<file path="src/rtl/cobra1_kb_pkg.sv">
`default_nettype none
// ============================================================================
// Module   : cobra1_kb_pkg
// Purpose  : Cobra1 key indices, PS/2 scancode maps and receiver state type.
// Revision : 1.0
// ============================================================================
package cobra1_kb_pkg;

  localparam int KEY_IDX_W = 6;
  localparam int KEY_COUNT = 40;

  localparam logic [KEY_IDX_W-1:0] KEY_NONE  = 6'd63;
  localparam logic [KEY_IDX_W-1:0] KEY_A     = 6'd10;
  localparam logic [KEY_IDX_W-1:0] KEY_SPACE = 6'd38;
  localparam logic [KEY_IDX_W-1:0] KEY_ENTER = 6'd39;

  localparam logic [KEY_IDX_W-1:0] BASE_MAP [256] = '{
    8'h1C   : KEY_A,
    8'h29   : KEY_SPACE,
    8'h5A   : KEY_ENTER,
    default : KEY_NONE
  };

  localparam logic [KEY_IDX_W-1:0] EXT_MAP [256] = '{
    8'h5A   : KEY_ENTER,
    default : KEY_NONE
  };

  typedef enum logic [1:0] {
    IDLE   = 2'd0,
    DATA   = 2'd1,
    PARITY = 2'd2,
    STOP   = 2'd3
  } ps2_state_t;

endpackage
`default_nettype wire

</file>
<file path="src/rtl/ps2_rx.sv">
`default_nettype none
// ============================================================================
// Module   : ps2_rx
// Purpose  : PS/2 line conditioning, 11-bit frame deserialiser and watchdog.
// Revision : 1.0
// ============================================================================
import cobra1_kb_pkg::*;

module ps2_rx #(
  parameter int TIMEOUT_CYCLES = 3250,
  parameter int FILTER_LEN     = 3
) (
  input  logic       clk,
  input  logic       rst,
  input  logic       ps2_clk,
  input  logic       ps2_dat,
  output logic       byte_vld,
  output logic [7:0] byte_data,
  output logic       frame_err
);

  localparam int TMR_W = $clog2(TIMEOUT_CYCLES + 1);

  logic [1:0]            r_clk_sync, r_dat_sync;
  logic [FILTER_LEN-1:0] r_clk_hist, r_dat_hist;
  logic [FILTER_LEN-1:0] w_clk_hist_nxt, w_dat_hist_nxt;
  logic                  r_filt_clk, r_filt_dat, r_strobe;

  ps2_state_t       r_state, w_state_nxt;
  logic [2:0]       r_bit_cnt;
  logic [7:0]       r_shift;
  logic             r_parity;
  logic [TMR_W-1:0] r_timer;
  logic             w_timeout, w_byte_ok, w_err;
  logic             r_byte_vld, r_frame_err;

  // Filter decisions use the history including the newest sample, so the
  // strobe lands 2 + FILTER_LEN clocks after the raw line falls.
  assign w_clk_hist_nxt = FILTER_LEN'({r_clk_hist, r_clk_sync[1]});
  assign w_dat_hist_nxt = FILTER_LEN'({r_dat_hist, r_dat_sync[1]});

  always_ff @(posedge clk or posedge rst) begin
    if (rst) begin
      r_clk_sync <= '1;
      r_dat_sync <= '1;
      r_clk_hist <= '1;
      r_dat_hist <= '1;
      r_filt_clk <= 1'b1;
      r_filt_dat <= 1'b1;
      r_strobe   <= 1'b0;
    end else begin
      r_clk_sync <= {r_clk_sync[0], ps2_clk};
      r_dat_sync <= {r_dat_sync[0], ps2_dat};
      r_clk_hist <= w_clk_hist_nxt;
      r_dat_hist <= w_dat_hist_nxt;
      r_strobe   <= r_filt_clk & ~(|w_clk_hist_nxt);
      if (&w_clk_hist_nxt)         r_filt_clk <= 1'b1;
      else if (~(|w_clk_hist_nxt)) r_filt_clk <= 1'b0;
      if (&w_dat_hist_nxt)         r_filt_dat <= 1'b1;
      else if (~(|w_dat_hist_nxt)) r_filt_dat <= 1'b0;
    end
  end

  assign w_timeout = (r_timer == TMR_W'(TIMEOUT_CYCLES - 1));

  always_ff @(posedge clk or posedge rst) begin
    if (rst) r_state <= IDLE;
    else     r_state <= w_state_nxt;
  end

  always_comb begin
    w_state_nxt = r_state;
    case (r_state)
      IDLE:    if (r_strobe && !r_filt_dat)             w_state_nxt = DATA;
      DATA:    if (r_strobe && r_bit_cnt == 3'd7)       w_state_nxt = PARITY;
      PARITY:  if (r_strobe)                            w_state_nxt = STOP;
      STOP:    if (r_strobe)                            w_state_nxt = IDLE;
      default:                                          w_state_nxt = IDLE;
    endcase
    if (r_state != IDLE && !r_strobe && w_timeout) w_state_nxt = IDLE;
  end

  always_comb begin
    w_byte_ok = 1'b0;
    w_err     = 1'b0;
    case (r_state)
      IDLE: w_err = r_strobe & r_filt_dat;
      STOP: if (r_strobe) begin
        if (r_filt_dat && ((^r_shift) ^ r_parity)) w_byte_ok = 1'b1;
        else                                       w_err     = 1'b1;
      end
      default: ;
    endcase
    if (r_state != IDLE && !r_strobe && w_timeout) w_err = 1'b1;
  end

  always_ff @(posedge clk or posedge rst) begin
    if (rst) begin
      r_bit_cnt   <= '0;
      r_shift     <= '0;
      r_parity    <= 1'b0;
      r_timer     <= '0;
      r_byte_vld  <= 1'b0;
      r_frame_err <= 1'b0;
    end else begin
      r_byte_vld  <= w_byte_ok;
      r_frame_err <= w_err;
      if (r_state == IDLE || r_strobe) r_timer <= '0;
      else                             r_timer <= r_timer + 1'b1;
      if (r_strobe) begin
        case (r_state)
          IDLE:   r_bit_cnt <= '0;
          DATA: begin
            r_shift   <= {r_filt_dat, r_shift[7:1]};
            r_bit_cnt <= r_bit_cnt + 1'b1;
          end
          PARITY: r_parity <= r_filt_dat;
          default: ;
        endcase
      end
    end
  end

  assign byte_vld  = r_byte_vld;
  assign byte_data = r_shift;
  assign frame_err = r_frame_err;

endmodule
`default_nettype wire

</file>
<file path="src/rtl/ps2_kb_matrix.sv">
`default_nettype none
// ============================================================================
// Module   : ps2_kb_matrix
// Purpose  : PS/2 keyboard to Cobra1 40-bit static key-state vector.
// Revision : 1.0
// ============================================================================
import cobra1_kb_pkg::*;

module ps2_kb_matrix #(
  parameter int TIMEOUT_CYCLES = 3250,
  parameter int FILTER_LEN     = 3
) (
  input  logic                 clk,
  input  logic                 rst,
  input  logic                 ps2_clk,
  input  logic                 ps2_dat,
  output logic [KEY_COUNT-1:0] kb_state,
  output logic                 key_evt,
  output logic                 frame_err
);

  logic                 w_byte_vld, w_rx_err;
  logic [7:0]           w_byte;
  logic [KEY_IDX_W-1:0] w_idx;
  logic [KEY_COUNT-1:0] w_mask, w_key_nxt;
  logic [KEY_COUNT-1:0] r_kb_state;
  logic                 r_ext, r_brk, r_key_evt;
  logic [2:0]           r_skip;

  ps2_rx #(
    .TIMEOUT_CYCLES (TIMEOUT_CYCLES),
    .FILTER_LEN     (FILTER_LEN)
  ) u_rx (
    .clk       (clk),
    .rst       (rst),
    .ps2_clk   (ps2_clk),
    .ps2_dat   (ps2_dat),
    .byte_vld  (w_byte_vld),
    .byte_data (w_byte),
    .frame_err (w_rx_err)
  );

  always_comb begin
    w_idx  = r_ext ? EXT_MAP[w_byte] : BASE_MAP[w_byte];
    w_mask = '0;
    if (w_idx < KEY_IDX_W'(KEY_COUNT)) w_mask = KEY_COUNT'(1) << w_idx;
    w_key_nxt = r_brk ? (r_kb_state & ~w_mask) : (r_kb_state | w_mask);
  end

  always_ff @(posedge clk or posedge rst) begin
    if (rst) begin
      r_kb_state <= '0;
      r_ext      <= 1'b0;
      r_brk      <= 1'b0;
      r_skip     <= '0;
      r_key_evt  <= 1'b0;
    end else begin
      r_key_evt <= 1'b0;
      if (w_rx_err) begin
        // A broken frame may have carried a prefix; never apply a stale one.
        r_ext  <= 1'b0;
        r_brk  <= 1'b0;
        r_skip <= '0;
      end else if (w_byte_vld) begin
        if (r_skip != 3'd0) begin
          r_skip <= r_skip - 1'b1;
        end else begin
          case (w_byte)
            8'hE1: r_skip <= 3'd7;
            8'hE0: r_ext  <= 1'b1;
            8'hF0: r_brk  <= 1'b1;
            8'h00, 8'hFF: begin
              r_kb_state <= '0;
              r_key_evt  <= |r_kb_state;
              r_ext      <= 1'b0;
              r_brk      <= 1'b0;
            end
            8'hAA: begin
              r_ext <= 1'b0;
              r_brk <= 1'b0;
            end
            default: begin
              r_kb_state <= w_key_nxt;
              r_key_evt  <= (w_key_nxt != r_kb_state);
              r_ext      <= 1'b0;
              r_brk      <= 1'b0;
            end
          endcase
        end
      end
    end
  end

  assign kb_state  = r_kb_state;
  assign key_evt   = r_key_evt;
  assign frame_err = w_rx_err;

endmodule
`default_nettype wire

</file>
<file path="config.mk">
export PLATFORM = sky130hd
export DESIGN_NAME = ps2_kb_matrix
export DESIGN_NICKNAME = d
export VERILOG_FILES = /design/src/rtl/cobra1_kb_pkg.sv /design/src/rtl/ps2_rx.sv /design/src/rtl/ps2_kb_matrix.sv
export SDC_FILE = /design/constraint.sdc
export NUM_CORES = 1
export LEC_CHECK = 0
export CAP_MARGIN = 20
export CORE_MARGIN = 4
export CORE_UTILIZATION = 45
export DETAILED_ROUTE_END_ITERATION = 10
export PLACE_DENSITY = 0.79
export SLEW_MARGIN = 40
export SYNTH_ARGS = -nofsm -noshare
export SYNTH_HDL_FRONTEND = slang
export SYNTH_SLANG_ARGS = --single-unit
</file>
<file path="constraint.sdc">
create_clock -name clk -period 2 [get_ports clk]
set_input_delay 0.4 -clock clk [delete_from_list [all_inputs] [get_ports clk]]
set_output_delay 0.4 -clock clk [all_outputs]
set_load 0.01 [all_outputs]
</file>
# After elaboration in Yosys (flattened, before gate mapping)
# Memories as Yosys holds them, arrays and structs flattened.
# Cells that the tools add are included.
# Widths: inputs -> output; s select.
totals:
  reg_bits: 85
  romBits: 3072
  inputBits: 4
  memories: 2
mem_list:
  columns: ["name", "depth", "word_bits", "rd", "rd_ports_with_merged_regs", "wr", "line_no", "source"]
  rows:
  - ["(no name shown)", 256, 6, 1, 0, 0, "ps2_kb_matrix.sv:44", "w_idx = r_ext ? EXT_MAP[w_byte] : BASE_MAP[w_byte];"]
  - ["(no name shown)", 256, 6, 1, 0, 0, "ps2_kb_matrix.sv:44", null]
op_classes:
  addsub: 3
  magnitude_cmp: 2
  n_eq_ne: 20
  shift: 1
  n_mux: 43
  bitwise: 11
  n_reduce_logical: 33
ops:
  columns: ["op", "count"]
  rows:
  - ["$mux 40", 2]
  - ["$pmux 40 s2", 1]
  - ["$and 40x40->40", 1]
  - ["$eq 8x8->1 const B", 5]
  - ["$ne 40x40->1", 1]
  - ["$not 40->40", 1]
  - ["$or 40x40->40", 1]
  - ["$reduce_or 40->1", 1]
  - ["$shl 1x6->40 const A", 1]
  - ["$mux 6", 5]
  - ["$mux 1", 19]
  - ["$add 12x1->12 const B", 1]
  - ["$eq 12x12->1 const B", 1]
  - ["$mux 12", 1]
  - ["$mux 3", 4]
  - ["$ne 3x1->1 const B", 4]
  - ["$reduce_and 3->1", 4]
  - ["$mux 2", 5]
  - ["$ge 9x9->1 const B", 1]
  - ["$not 8->9", 1]
  - ["$logic_not 8->1", 1]
  - ["$ne 2x1->1 const B", 4]
  - ["$pmux 1 s2", 4]
  - ["$pmux 2 s4", 1]
  - ["other kinds (23)", 43]

# Longest topological paths before layout
# Gate-level depths: netlist (run 1).
depth:
  word_depth: 15
  mapped_depth: 7

# Cells and area by module
# From an unflattened synthesis (run 1), not the netlist that was laid out.
hier_totals:
  hier_cells: 278
  area_unflattened_um2: 3101.7
modules_own_cells:
  columns: ["module", "instances", "cells_per_inst", "area_per_inst_um2", "seq_area_each_um2"]
  rows:
  - ["ps2_rx", 1, 147, 1751.7, 988.4]
  - ["ps2_kb_matrix", 1, 131, 1350.0, 650.6]

# Least setup slack after synthesis (run 1)
# Ideal clock, no wire load.
synth_timing:
  path_kind: "register to register"
  start: "reg u_rx.r_shift[4], in the netlist u_rx.byte_data[4]"
  end: "reg r_kb_state[11], in the netlist kb_state[11]"
  setup_time_ns: 0.118
  arrival_time_ns: 1.716
  required_ns: 1.882
  path_slack_ns: 0.165
  stages_incl_launch_ff: 8
  period_less_slack_ns: 1.835
  path_cell_list: "dfrtp_1 > inv_1 > ha_1 > o2111ai_1 > nand4_2 > nor2_2 > clkbuf_1 > and2b_1"
synth_between:
  elab_chain_len: 11
  word_cells_on_any_way: 26
synth_rtl:
  columns: ["item", "line_no", "source"]
  rows:
  - ["from (decl)", "ps2_rx.sv:31", "logic [7:0] r_shift;"]
  - ["from (signal assigned)", "ps2_rx.sv:114", "r_shift <= {r_filt_dat, r_shift[7:1]};"]
  - ["$not 8->9 (implied by the code)", "ps2_kb_matrix.sv:44", null]
  - ["$mem_v2 256x6", null, null]
  - ["$mux 6 (implied by the code) (2 in series)", "ps2_kb_matrix.sv:44", null]
  - ["$mux 6", "ps2_kb_matrix.sv:44", null]
  - ["$lt 6x6->1 / $shl 1x6->40 (equally long branches)", "ps2_kb_matrix.sv:46", "if (w_idx < KEY_IDX_W'(KEY_COUNT)) w_mask = KEY_COUNT'(1) << w_idx;"]
  - ["$mux 40", "ps2_kb_matrix.sv:46", null]
  - ["$not 40->40", "ps2_kb_matrix.sv:47", "w_key_nxt = r_brk ? (r_kb_state & ~w_mask) : (r_kb_state | w_mask);"]
  - ["$and 40x40->40", "ps2_kb_matrix.sv:47", null]
  - ["$mux 40", "ps2_kb_matrix.sv:47", null]
  - ["$pmux 40 s2", "ps2_kb_matrix.sv:68", "case (w_byte)"]
  - ["to (signal assigned)", "ps2_kb_matrix.sv:83", "r_kb_state <= w_key_nxt;"]
  - ["to (decl)", "ps2_kb_matrix.sv:26", "logic [KEY_COUNT-1:0] r_kb_state;"]
# Parallel ways exist; a longest one is shown, timed or not. The select of a mux whose other input is x is not followed.
# A chain may end at the register's enable or synchronous reset.

# Worst setup path in the final report (run 1)
layout_timing:
  start: "reg u_rx.r_shift[1], in the netlist u_rx.byte_data[1]"
  end: "reg u_rx.r_frame_err, in the netlist u_rx.frame_err"
layout_between:
  elab_chain_len: 7
layout_rtl:
  columns: ["item", "line_no", "source"]
  rows:
  - ["$reduce_xor 8->1", "ps2_rx.sv:89", "if (r_filt_dat && ((^r_shift) ^ r_parity)) w_byte_ok = 1'b1;"]
  - ["$xor 1x1->1", "ps2_rx.sv:89", null]
  - ["$logic_and 1x1->1", "ps2_rx.sv:89", null]
  - ["$mux 1", "ps2_rx.sv:89", null]
  - ["$mux 1", "ps2_rx.sv:88", "STOP: if (r_strobe) begin"]
  - ["$pmux 1 s2", "ps2_rx.sv:86", "case (r_state)"]
  - ["$mux 1", "ps2_rx.sv:94", "if (r_state != IDLE && !r_strobe && w_timeout) w_err = 1'b1;"]
  - ["named net u_rx.w_err", "ps2_rx.sv:34", "logic w_timeout, w_byte_ok, w_err;"]
  - ["to (signal assigned)", "ps2_rx.sv:107", "r_frame_err <= w_err;"]
  - ["to (decl)", "ps2_rx.sv:35", "logic r_byte_vld, r_frame_err;"]
# The timed path passes the listed nets, and every way through them passes these cells.

==> flow_summary.yaml, run 1 <==
logic_synthesis:
  synth_ff_type: "dfrtp_1"
  ys_ff_latch: 65
  synth-async-reset-ratio_pct: 100
  netlist_area_um2: 3300
  ys_seq_area_share_pct: 49.7
  yosysWarnings: 0
  yosysUniqueCellTypes: 53
  avgSynthCellArea_um2: 10.9
  postSynthCellCount: 304
  synth-edff-count: 0
clock_tree:
  root_buffer: "clkbuf_8"
  cts_buffers: 9
  clock_latency_ns: 0.34
  cts.path.max_buffers: 2
  cts_tree: "done"
  path_clk_slew_ns: 0.07
  h-tree-depth: 3
  cts.sinks: 65
sta:
  hold_viol_final: 0
  setup_viol: 0
  tns_ns: 0
  post-route-period-util_pct: 94.4
  fin_worst_skew_ns: 0.0110
  rsz0062_at_grt: "yes"
  finalWorstPathRequiredPeriod_ns: 1.89
  worst_slack_ns: 0.113
  timing.fmax_mhz: 530
  worst_slew_pin_slew_ns: 0.497
  drv_slew: 0
  slew_headroom_pct: 66.4
drt:
  route.antenna.remaining_nets: 0
  avgViaCountPerCell: 5.05
  drc: 0
  wl_per_cell_um: 13.2
  via_count: 2240
  drtIter0Drc: 72
  firstDrtPassIters: 4
  finalWirelength_mm: 5.85
cells_and_area:
  instances_no_fill: 444
  final_cell_mix: "dfrtp_1 (53), inv_1 (25), clkdlybuf4s50_1 (25), ha_1 (24)"
  num_antenna_cells: 0
  layout-drive-gt1-share_pct: 14.7
  nFillCells: 576
  nets: 371
  fin_util_pct: 55.8
  final_common_cell: "dfrtp_1"
  area_growth_pct: 17.5
floorplanning:
  std_cell_rows: 30
  core_area_um2: 6940
  die_x_um: 93.6
  die_y_um: 93.6
  start_util_pct: 47.5
  pin_count: 46
  die-area_um2: 8770
run:
  drv_cap: 0
power:
  leakage_uw: 0.00178
  vdd_ir_drop_max_v: 0.000762
  p_per_area_nw_per_um2: 863
global_route:
  grt_usage_pct: 15.1
  grt_pass1_wl_mm: 10.5
  grt_pass1_vias: 2229
  grt_antenna_before_repair: 0
  grt_max_degree: 66
  gr-total-overflow: 0
placement:
  place_ws_ns: 0.119
  io_buffers: 25
  gp_congestion: 0.857
  place_hpwl_mm: 4.18
  place_inst: 426
setup_path:
  rrSetupSlack_ns: 0.11
  r2r_start: "u_rx.byte_data[1]"
  path_class: "reg -> reg"
  worstReg2RegEnd: "u_rx.frame_err"
  path_max_fanout: 4
  crit_path_max_incr_delay_ns: 0.42
  crit_required_ns: 2.22
  critPathSlowestCell: "dfrtp_1"
  reg2regPathDepth: 6
  arrival_ns: 2.11
  path_cells: "inv_1 -> ha_1 -> xnor3_1 -> xnor2_1 -> nand3_1 -> a41o_2"
  critical_path.endpoint_type: "flop"
  cp-start-kind: "flop"
outcome:
  outcome: "complete, no violations"
min_path:
  worstHoldPathType: "reg -> reg"
  hold_start: "u_rx.r_clk_sync[0]"
  whs_path_depth: 0
  min_to: "u_rx.r_clk_sync[1]"
[repair_timing]
item | in CTS | in global routing
hold buffers | 0 | 0
gates resized for setup | 0 | 2
setup endpoints to repair | 0 | 16
hold endpoints to repair | 0 | 0
buffers inserted | 0 | 2
[metrics by stage]
| step | hold slack, ns | instance area [um2] | total power (uW) |
|---|---|---|---|
| 2_1_floorplan | 0.345 | 3380 | 2020 |
| 3_3_place_gp | 0.348 | 3640 | 2120 |
| 3_5_place_dp | 0.348 | 3640 | 2160 |
| 4_1_cts | 0.361 | 3860 | 3360 |
| 5_1_grt | 0.363 | 3880 | 3560 |
| 6_report | 0.359 | 3880 | 3350 |
[worst max-delay path by stage]
stage | start | endpoint | slack, ns | depth (start not counted)
2_1_floorplan | u_rx.byte_data[4] | kb_state[11] | 0.17 | 7
5_1_grt | u_rx.byte_data[4] | kb_state[3] | -0.02 | 7
4_1_cts | u_rx.r_state[0] | u_rx.r_state[1] | 0.1 | 6
3_3_place_gp | u_rx.r_state[0] | u_rx.r_state[1] | 0.19 | 6
6_report | u_rx.byte_data[1] | u_rx.frame_err | 0.11 | 6
3_5_place_dp | u_rx.r_state[0] | u_rx.r_state[1] | 0.12 | 6
[final cells by class]
type / instances / area, um2 / area share (%)
sequential: 65 / 1640 / 42.3
multi-input combinational: 208 / 1460 / 37.7
timing repair buffer: 33 / 335 / 8.65
clock buffer: 10 / 149 / 3.84
tap: 96 / 120 / 3.10
inverter: 26 / 101 / 2.61
clock inverter: 6 / 70.1 / 1.81
[cells in the mapped netlist (2+ instances only)]
master    count  area [um2]
inv_1        26        97.6
nor3_1        4        20.0
o31ai_1       2        15.0
nor2b_1       7        43.8
xor2_1        5        43.8
nand3_1       7        35.0
or2_2         2        12.5
dfrtp_1      55        1380
nand2_1      15        56.3
nand4_1       8        50.1
dfstp_2      10         263
buf_4        20         150
o21ai_0      20         100
nor4_1        6        37.5
and2_1        3        18.8
nor2_1       15        56.3
a21oi_1      11        55.1
xnor2_1       9        78.8
and3_1        2        12.5
ha_1         24         300
mux2_2        2        22.5
clkbuf_1      3        11.3
nor4bb_1      2        20.0
nand4b_1      3        26.3
o22ai_1       3        18.8
or3_1         2        12.5
a32o_1        2        20.0
and2b_1      11        82.6
[registers in the layout, indices dropped and copies added, names as in the netlist]
signal	count
u_rx.r_parity	1
u_rx.r_dat_hist	2
r_ext	1
u_rx.r_strobe	1
u_rx.r_filt_dat	1
u_rx.r_clk_hist	2
u_rx.r_dat_sync	2
u_rx.r_state	2
key_evt	1
r_skip	3
u_rx.frame_err	1
r_brk	1
u_rx.r_bit_cnt	3
u_rx.byte_data	8
u_rx.r_clk_sync	2
u_rx.byte_vld	1
u_rx.r_timer	12
u_rx.r_filt_clk	1
kb_state	20
[kinds of logic (layout without fill, tap and decap cells)]
logic type / count (synthesis) / after routing / share of synthesized area, %
simple gates: 98 / 98 / 18.4
flops: 65 / 65 / 49.7
buf+inv: 50 / 75 / 8.26
compound gates: 49 / 49 / 9.36
fa+ha+maj: 24 / 24 / 9.10
xor+xnor: 15 / 15 / 4.40
mux: 2 / 2 / 0.682
other cells: 1 / 20 / 0.114
[power by group]
group,switching (uW),internal [uW],total [uW],leakage (uW)
clock network,529,662,1190,0.000112
logic,358,280,638,0.000802
registers,97.6,1420,1520,0.000863
[worst max-delay path: cells and delay by family (launching register included)]
family | cells | cell delay, ns
adders and majority gates | 1 | 0.26
AOI/OAI and AO/OA | 1 | 0.28
and+or+nand+nor | 1 | 0.12
xor gates and xnor gates | 2 | 0.57
buffers and inverters | 1 | 0.13
DFF | 1 | 0.42
[routing by layer]
layer | GRT usage (%) | up-vias | routed length, um | part of all wire (%)
met5 | 0 | - | 0 | 0
met3 | 4.99 | 9 | 216 | 3.7
li1 | - | 1092 | - | -
met2 | 24.1 | 40 | 2830 | 48
met4 | 5.17 | 0 | 70 | 1.2
met1 | 19.3 | 1099 | 2740 | 47
Power figures use the tool's default switching activity.
==> run 2, diff against run 1 <==
- CTS_BUF_LIST: not set -> sky130_fd_sc_hd__clkbuf_4
- PLACE_DENSITY: 0.79 -> not set
- PLACE_DENSITY_LB_ADDON: not set -> 0.15
==> flow_summary.yaml, run 2 (same netlist as run 1, synthesis figures left out) <==
sta:
  hold_viol_final: 0
  rsz0062_at_grt: "no"
  tns_ns: 0
  finalWorstPathRequiredPeriod_ns: 1.87
  fin_worst_skew_ns: 0.0114
  setup_viol: 0
  timing.fmax_mhz: 536
  drv_slew: 0
  post-route-period-util_pct: 93.3
power:
  total_power_uw: 3060
  vdd_ir_drop_max_v: 0.000523
  leakage_uw: 0.00174
  p_per_area_nw_per_um2: 802
clock_tree:
  holdBufCountCts: 0
  cts.path.max_buffers: 2
  clock_latency_ns: 0.40
  path_clk_slew_ns: 0.12
  h-tree-depth: 3
  cts.sinks: 65
  cts_tree: "done"
  root_buffer: "clkbuf_4"
  cts_buffers: 9
min_path:
  worstHoldPathType: "reg -> reg"
drt:
  route.antenna.remaining_nets: 0
  drtIter0Drc: 76
  wl_per_cell_um: 13.2
  firstDrtPassIters: 4
  avgViaCountPerCell: 4.93
  finalWirelength_mm: 5.87
  drc: 0
  via_count: 2190
global_route:
  grt_usage_pct: 14.7
  grt_pass1_vias: 2162
  gr-total-overflow: 0
  grt_antenna_before_repair: 0
  grt_pass1_wl_mm: 10.2
  grt_max_degree: 66
floorplanning:
  die_y_um: 93.6
  std_cell_rows: 30
  die-area_um2: 8770
  die_x_um: 93.6
  pin_count: 46
  start_util_pct: 47.5
  core_area_um2: 6940
cells_and_area:
  final_cell_mix: "dfrtp_1 (55), inv_1 (25), clkdlybuf4s50_1 (25), ha_1 (23)"
  area_growth_pct: 15.5
  final_common_cell: "dfrtp_1"
  largest_reg_flops: 20
  num_antenna_cells: 0
  nFillCells: 622
  layout-drive-gt1-share_pct: 14.7
  nets: 371
setup_path:
  crit_required_ns: 2.30
  path_max_fanout: 5
  critical_path.endpoint_type: "flop"
  cp-start-kind: "flop"
  arrival_ns: 2.17
  path_class: "reg -> reg"
placement:
  place_hpwl_mm: 4.28
  io_buffers: 25
  gp_congestion: 0.838
outcome:
  outcome: "complete, no violations"
run:
  drv_cap: 0
run 2: cell types whose count changed in the layout (fill, tap and decap cells not counted), moves of 2 or more:
cell	before	now
clkbuf_4	0	9
clkbuf_8	9	0
clkinvlp_4	1	4
dfrtp_1	53	55
dfrtp_2	2	0
run 2: critical path, stage by stage, from the launching register on:
cell and delay [ns]:
dfrtp_1 0.41, inv_1 0.08, ha_2 0.20, or2_2 0.33, nor4_4 0.30, o21ba_4 0.20, a32o_2 0.25
run 2: per-layer routing:
metal	track usage (%)	share of wire (%)
met1	18.5	46
met2	24.5	49
met3	5.07	4.2
met4	3.01	0.94
met5	0	0
run 2: final cells by class:
class | instances | area (um2) | area share, %
clock inverter | 7 | 78.8 | 2.07
timing repair buffer | 33 | 335 | 8.80
sequential | 65 | 1640 | 43.0
multi-input combinational | 208 | 1470 | 38.5
clock buffer | 9 | 67.6 | 1.77
inverter | 26 | 101 | 2.66
tap | 96 | 120 | 3.15
run 2: repair_timing:
item	in CTS	in global routing
gates resized for setup	0	3
setup buffers	0	1
hold endpoints to repair	0	0
endpoints found under the setup margin	0	1
run 2: power by group:
part	internal, uW	switching (uW)
registers	1420	94.2
logic	298	350
clock network	388	509
total	2100	952
run 2: final timing paths:
| path | start | to | slack (ns) | depth (start not counted) |
|---|---|---|---|---|
| max in group asynchronous | rst | u_rx.r_filt_dat | 1.27 | 3 |
| worst max register to register | u_rx.r_state[1] | u_rx.r_state[1] | 0.13 | 6 |
| min in group asynchronous | rst | kb_state[34] | 0.42 | 3 |
| worst min-delay path | u_rx.r_dat_sync[0] | u_rx.r_dat_sync[1] | 0.36 | 0 |
| worst min register to register | u_rx.r_dat_sync[0] | u_rx.r_dat_sync[1] | 0.36 | 0 |
| worst max-delay path | u_rx.r_state[1] | u_rx.r_state[1] | 0.13 | 6 |
run 2: through the flow:
step                cells  utilization, %  hold WS, ns  setup slack (ns)  instance area, um2
floorplan             323               -        0.345             0.165                3380
global placement      427            52.5        0.346             0.178                3650
detailed placement    427            52.5        0.347             0.109                3650
CTS                   443            54.6        0.362            0.0868                3790
global route          444            54.9        0.357           0.00790                3810
finish                444            54.9        0.364             0.133                3810
==> run 3, diff against run 2 <==
- CTS_CLUSTER_SIZE: not set -> 30
- SLEW_MARGIN: 40 -> not set
==> results of run 3 <==
The final DEF is identical to that of run 2; final timing and power are the same.
==> variant 1: new RTL, settings of run 2 <==
`TIMEOUT_CYCLES` is set to 3250 in 2 places; all go to 1625.
--- a/src/rtl/ps2_rx.sv
+++ b/src/rtl/ps2_rx.sv
@@ -9,3 +9,3 @@
 module ps2_rx #(
-  parameter int TIMEOUT_CYCLES = 3250,
+  parameter int TIMEOUT_CYCLES = 1625,
   parameter int FILTER_LEN     = 3
--- a/src/rtl/ps2_kb_matrix.sv
+++ b/src/rtl/ps2_kb_matrix.sv
@@ -9,3 +9,3 @@
 module ps2_kb_matrix #(
-  parameter int TIMEOUT_CYCLES = 3250,
+  parameter int TIMEOUT_CYCLES = 1625,
   parameter int FILTER_LEN     = 3
Check against the original RTL: same outputs for any inputs over 4 cycles, from zero or initial values and one cycle with rst high; that may be too few to reach the edited logic, so the function may still have changed.
==> variant 1 against run 2 <==
- clock power grew 7.6%
- sequential cell count fell by 1
- power increased by 3.6%
- design area decreased by 0.36%
- maximum frequency down 2.0%
- worst setup slack got worse by 0.039 ns
- non-clock buffer count rose by 1
- routed wire length fell by 0.32%
- count of clock-buffer cells in the layout up 2
- combinational power increased by 8.2%
- area after synthesis decreased by 0.38%
- largest cell class unchanged
- highest routed layer unchanged
==> variant 1: results (changes against run 2) <==
- DP Area: 3640 sq um (-0.34%)
- Lkg Pwr: 0.00174 uW (about the same)
- Layout net count: 362 (-2.4%)
- WL met1: 2900 microns (+8.2%)
- Post-DP HPWL: 4350 microns (+1.6%)
- Met2 WL: 2660 microns (-7.7%)
- Routed wire per std cell: 13.4 microns (+1.7%)
- First-pass GRT wire length: 10500 microns (+3.1%)
- Worst skew pair latency: 0.38 ns (-0.02 ns)
- Syn Area/Cell: 11.1 sq um (+2.3%)
- RR Startpoint: u_rx.r_state[0]$_DFFE_PP0P_
- Signal inverters: 23 (-12%)
- Placed insts: 418 (-2.1%)
- Seq area share: 42.5% (-0.50 points)
- Multi-input logic area: 1480 sq um (+0.77%)
- GR Layer Usage met3: 3.46% (-1.6 points)
- Synth area leaders: dfrtp_1 (41%), ha_1 (9.1%), dfstp_2 (8.0%), buf_4 (4.8%), nor2b_1 (3.4%)
- Initial DRC count: 144 (+89%)
- Largest net degree at the start of global routing: 32 (-52%)
- #MultiIn Comb: 202 (-2.9%)
- Met3 Wirelength: 192 microns (-23%)
- Vias/cell: 5.06 (+2.5%)
- Gp weighted congestion: 0.879 (+4.9%)
- Outcome: completed
- Signal buffers: 34 (+3.0%)
- Vias: 2200 (+0.46%)
- M1 GR Usage: 20.9% (+2.4 points)
- Post-synth ARST share: 100% (unchanged)
- Place WS: 0.118 ns (+0.00915 ns)
- Multi-input combinational area share: 39.0% (+0.44 points)
- Signal buffers share of area: 9.03% (+0.23 points)
- Worst VDD drop: 0.406 mV (-22%)
- FILL cells: 603 (-3.1%)
- FMAX: 0.525 GHz (-2.0%)
- Share of layout cells above drive strength 1: 13.6% (-1.1 points)
- Drt pass-1 iters: 5 (+1)
- R2R setup slack: 0.09 ns (-0.04 ns)
- Layout Skew: 0.0125 ns (+0.00114 ns)
- Most common library cells after synthesis: dfrtp_1 (54), ha_1 (24), inv_1 (23)
- Clock buffers: 11 (+2)
- Seq/Total Area, Yosys: 49.1% (-0.57 points)
- Clock-cell share: 4.05% (+0.21 points)
- Clk slew on worst S/H paths: 0.10 ns (-0.02 ns)
- Global Route met2 Usage: 23.2% (-1.3 points)
- Min Hold Slack: 0.255 ns (-0.109 ns)
- Hold WC Path Type: in -> async
## variant 1: timing repair
item / CTS / global route
endpoints found under the setup margin: 0 / 1
setup buffers: 0 / 1
hold buffers: 0 / 0
endpoints found under the hold margin: 0 / 0
resized for setup: 0 / 0
## variant 1: kinds of logic (layout without fill, tap and decap cells)
kind of cell / after synthesis / count (layout) / synth area share [%]
DFF: 64 / 64 / 49.1
AOI/OAI and AO/OA: 50 / 50 / 11.3
muxes: 3 / 3 / 1.03
adders and majority gates: 24 / 24 / 9.13
and+or+nand+nor: 90 / 90 / 16.9
xor gates and xnor gates: 15 / 15 / 4.41
other: 1 / 20 / 0.114
buffers and inverters: 49 / 73 / 8.07
## variant 1: power by group
part	switching [uW]	internal, uW	leakage [uW]	total (uW)
Combinational	366	335	0.000802	700
Sequential	101	1400	0.000852	1500
Clock	440	525	0.0000836	965
==> variant 2: new RTL, config.mk and constraints of run 2 <==
Made on the original files. The 4 states of `ps2_state_t` get a Gray code encoding in 2 bits.
--- a/src/rtl/cobra1_kb_pkg.sv
+++ b/src/rtl/cobra1_kb_pkg.sv
@@ -29,6 +29,6 @@
   typedef enum logic [1:0] {
-    IDLE   = 2'd0,
-    DATA   = 2'd1,
-    PARITY = 2'd2,
-    STOP   = 2'd3
+    IDLE   = 2'b00,
+    DATA   = 2'b01,
+    PARITY = 2'b11,
+    STOP   = 2'b10
   } ps2_state_t;
Formal check against the unedited RTL: same outputs for any inputs over 4 cycles, from zero or initial values and one cycle with rst high; so few cycles prove little.
==> variant 2 against run 2 <==
- core utilization decreased by 1.8 points
- maximum frequency decreased by 0.65%
- largest cell class unchanged
- worst setup slack got worse by 0.012 ns
- design area is 0.53% higher
- power is 6.3% lower
- non-clock buffer count increased by 2
- routed wire length fell by 1.4%
- sequential cell count is the same
- area after synthesis up 0.53%
==> variant 2: results (changes against run 2) <==
- CP arrival: 1.48 ns (-0.69 ns)
- Slowest stage delay, CP: 0.58 ns (+0.17 ns)
- Clock Tree Root: clkbuf_4
- H-tree Lvls: 3 (unchanged)
- Drt pass-1 iters: 4 (unchanged)
- Gp weighted congestion: 0.846 (+1.0%)
- Initial DRC count: 77 (+1.3%)
- Hold WC Path Type: in -> async
- First-pass GRT wire length: 9970 microns (-1.8%)
- FMAX: 0.532 GHz (-0.65%)
- Initial antenna violation count: 0 (unchanged)
- Clk slew on worst S/H paths: 0.11 ns
- Synth area leaders: dfrtp_1 (41%), dfstp_2 (7.9%), ha_1 (7.5%), buf_4 (4.5%), o21ai_0 (3.3%)
- Worst VDD drop: 0.533 mV (+1.9%)
- Antenna Cells: 0 (unchanged)
- Number of flip-flops in the largest register: 20 (unchanged)
- Synth Area in Compound Gates: 8.75% (-0.62 points)
- Lkg Pwr: 0.00167 uW (-4.0%)
- Layout net count: 371 (unchanged)
- Min Hold Slack: 0.357 ns (-0.00642 ns)
- Largest delay share family, worst path: buffers and inverters
- Most common library cells after synthesis: dfrtp_1 (55), o21ai_0 (22), inv_1 (21), nand2_1 (21)
- GR Layer Usage met3: 3.77% (-1.3 points)
- Worst skew pair latency: 0.40 ns (about the same)
- CP max FO: 8 (+3)
- Worst-Margin Slew: 0.527 ns
- Largest net degree at the start of global routing: 27 (-59%)
- Post-DP HPWL: 4220 microns (-1.3%)
- Synth Area in XOR/XNOR: 3.85% (-0.55 points)
- Routed wire per std cell: 12.8 microns (-2.9%)
- M1 GR Usage: 19.0% (+0.48 points)
- Share of layout cells above drive strength 1: 17.6% (+3.0 points)
- Vias: 2213 (+1.1%)
- Gr usage total: 14.6% (-0.10 points)
- CTS Buf Count: 9 (unchanged)
- R2R setup slack: around 0.13 ns
- Slowest stage cell, crit path: clkdlybuf4s50_1
- Netlist cell types: 50 (-5.7%)
- Global Route met2 Usage: 22.6% (-1.9 points)
- Adder-cell area share of the yosys netlist: 7.54% (-1.6 points)
- Synthesis Warnings: 0 (unchanged)
- Number of global-route vias before repair: 2055 (-4.9%)
- Outcome: completed
- Seq/Total Area, Yosys: 49.4% (-0.26 points)
- Post-synth ARST share: 100% (unchanged)
- Sw power: 793 uW (-17%)
- Place WS: 0.0725 ns (-0.0363 ns)
- # port buffers: 25 (unchanged)
- Layout Skew: 0.0126 ns (+0.00123 ns)
- Clock buffer depth: 2 (unchanged)
- Mux cell area share after synthesis: 1.02% (+0.34 points)
## variant 2: power groups by stage
stage / Sequential, uW / Combinational, uW / Clock [uW]
5_1_grt: 1480 / 462 / 1100
3_5_place_dp: 1490 / 409 / 0
4_1_cts: 1460 / 411 / 1030
6_report: 1460 / 408 / 993
3_3_place_gp: 1490 / 404 / 0
2_1_floorplan: 1450 / 362 / 0
## variant 2: worst paths after layout
| path | from | end | cells past startpoint |
|---|---|---|---|
| setup reg to reg | u_rx.byte_data[2]$_DFFE_PP0P_ | kb_state[10]$_DFFE_PP0P_ | 7 |
| max in group asynchronous | rst | u_rx.r_dat_hist[0]$_DFF_PP1_ | 3 |
| hold reg to reg | u_rx.r_dat_sync[0]$_DFF_PP1_ | u_rx.r_dat_sync[1]$_DFF_PP1_ | 0 |
| setup / recovery | u_rx.frame_err$_DFF_PP0_ | frame_err | 1 |
| hold / removal | rst | u_rx.r_bit_cnt[1]$_DFFE_PP0P_ | 2 |
| min in group clk | u_rx.r_dat_sync[0]$_DFF_PP1_ | u_rx.r_dat_sync[1]$_DFF_PP1_ | 0 |
## variant 2: layer usage
metal	wire, microns	share of wire (%)
met2	2770	48
met3	206	3.6
met1	2680	46
met5	0	0
met4	123	2.1
## variant 2: cells by family (layout without fill, tap and decap cells)
kind of cell    count (synthesis)  in the layout
mux                             3              3
buf+inv                        48             72
compound gates                 48             48
flops                          65             65
simple gates                  111            111
other cells                     1             20
fa+ha+maj                      20             20
xor+xnor                       13             13
## variant 2: final cells by class
| class | instances | area [sq um] |
|---|---|---|
| repair buffers | 35 | 350 |
| fillers | 675 | 3380 |
| well taps | 99 | 124 |
| inverters | 21 | 82.6 |
| flip-flops and latches | 65 | 1640 |
| clock buffers | 9 | 67.6 |
| multi-input cells | 215 | 1470 |
| clock inverters | 7 | 92.6 |
## variant 2: timing repair
item                       4_1_cts  5_1_grt
hold buffers                     0        0
buffers inserted                 0        2
setup endpoints to repair        1       16
gates resized for setup          1        2
pin swaps                        0        1
## variant 2: through the flow
stage	std cells	cell area [sq um]
floorplan	328	3390
global placement	433	3640
detailed placement	433	3640
CTS	449	3810
global route	451	3830
finish	451	3830
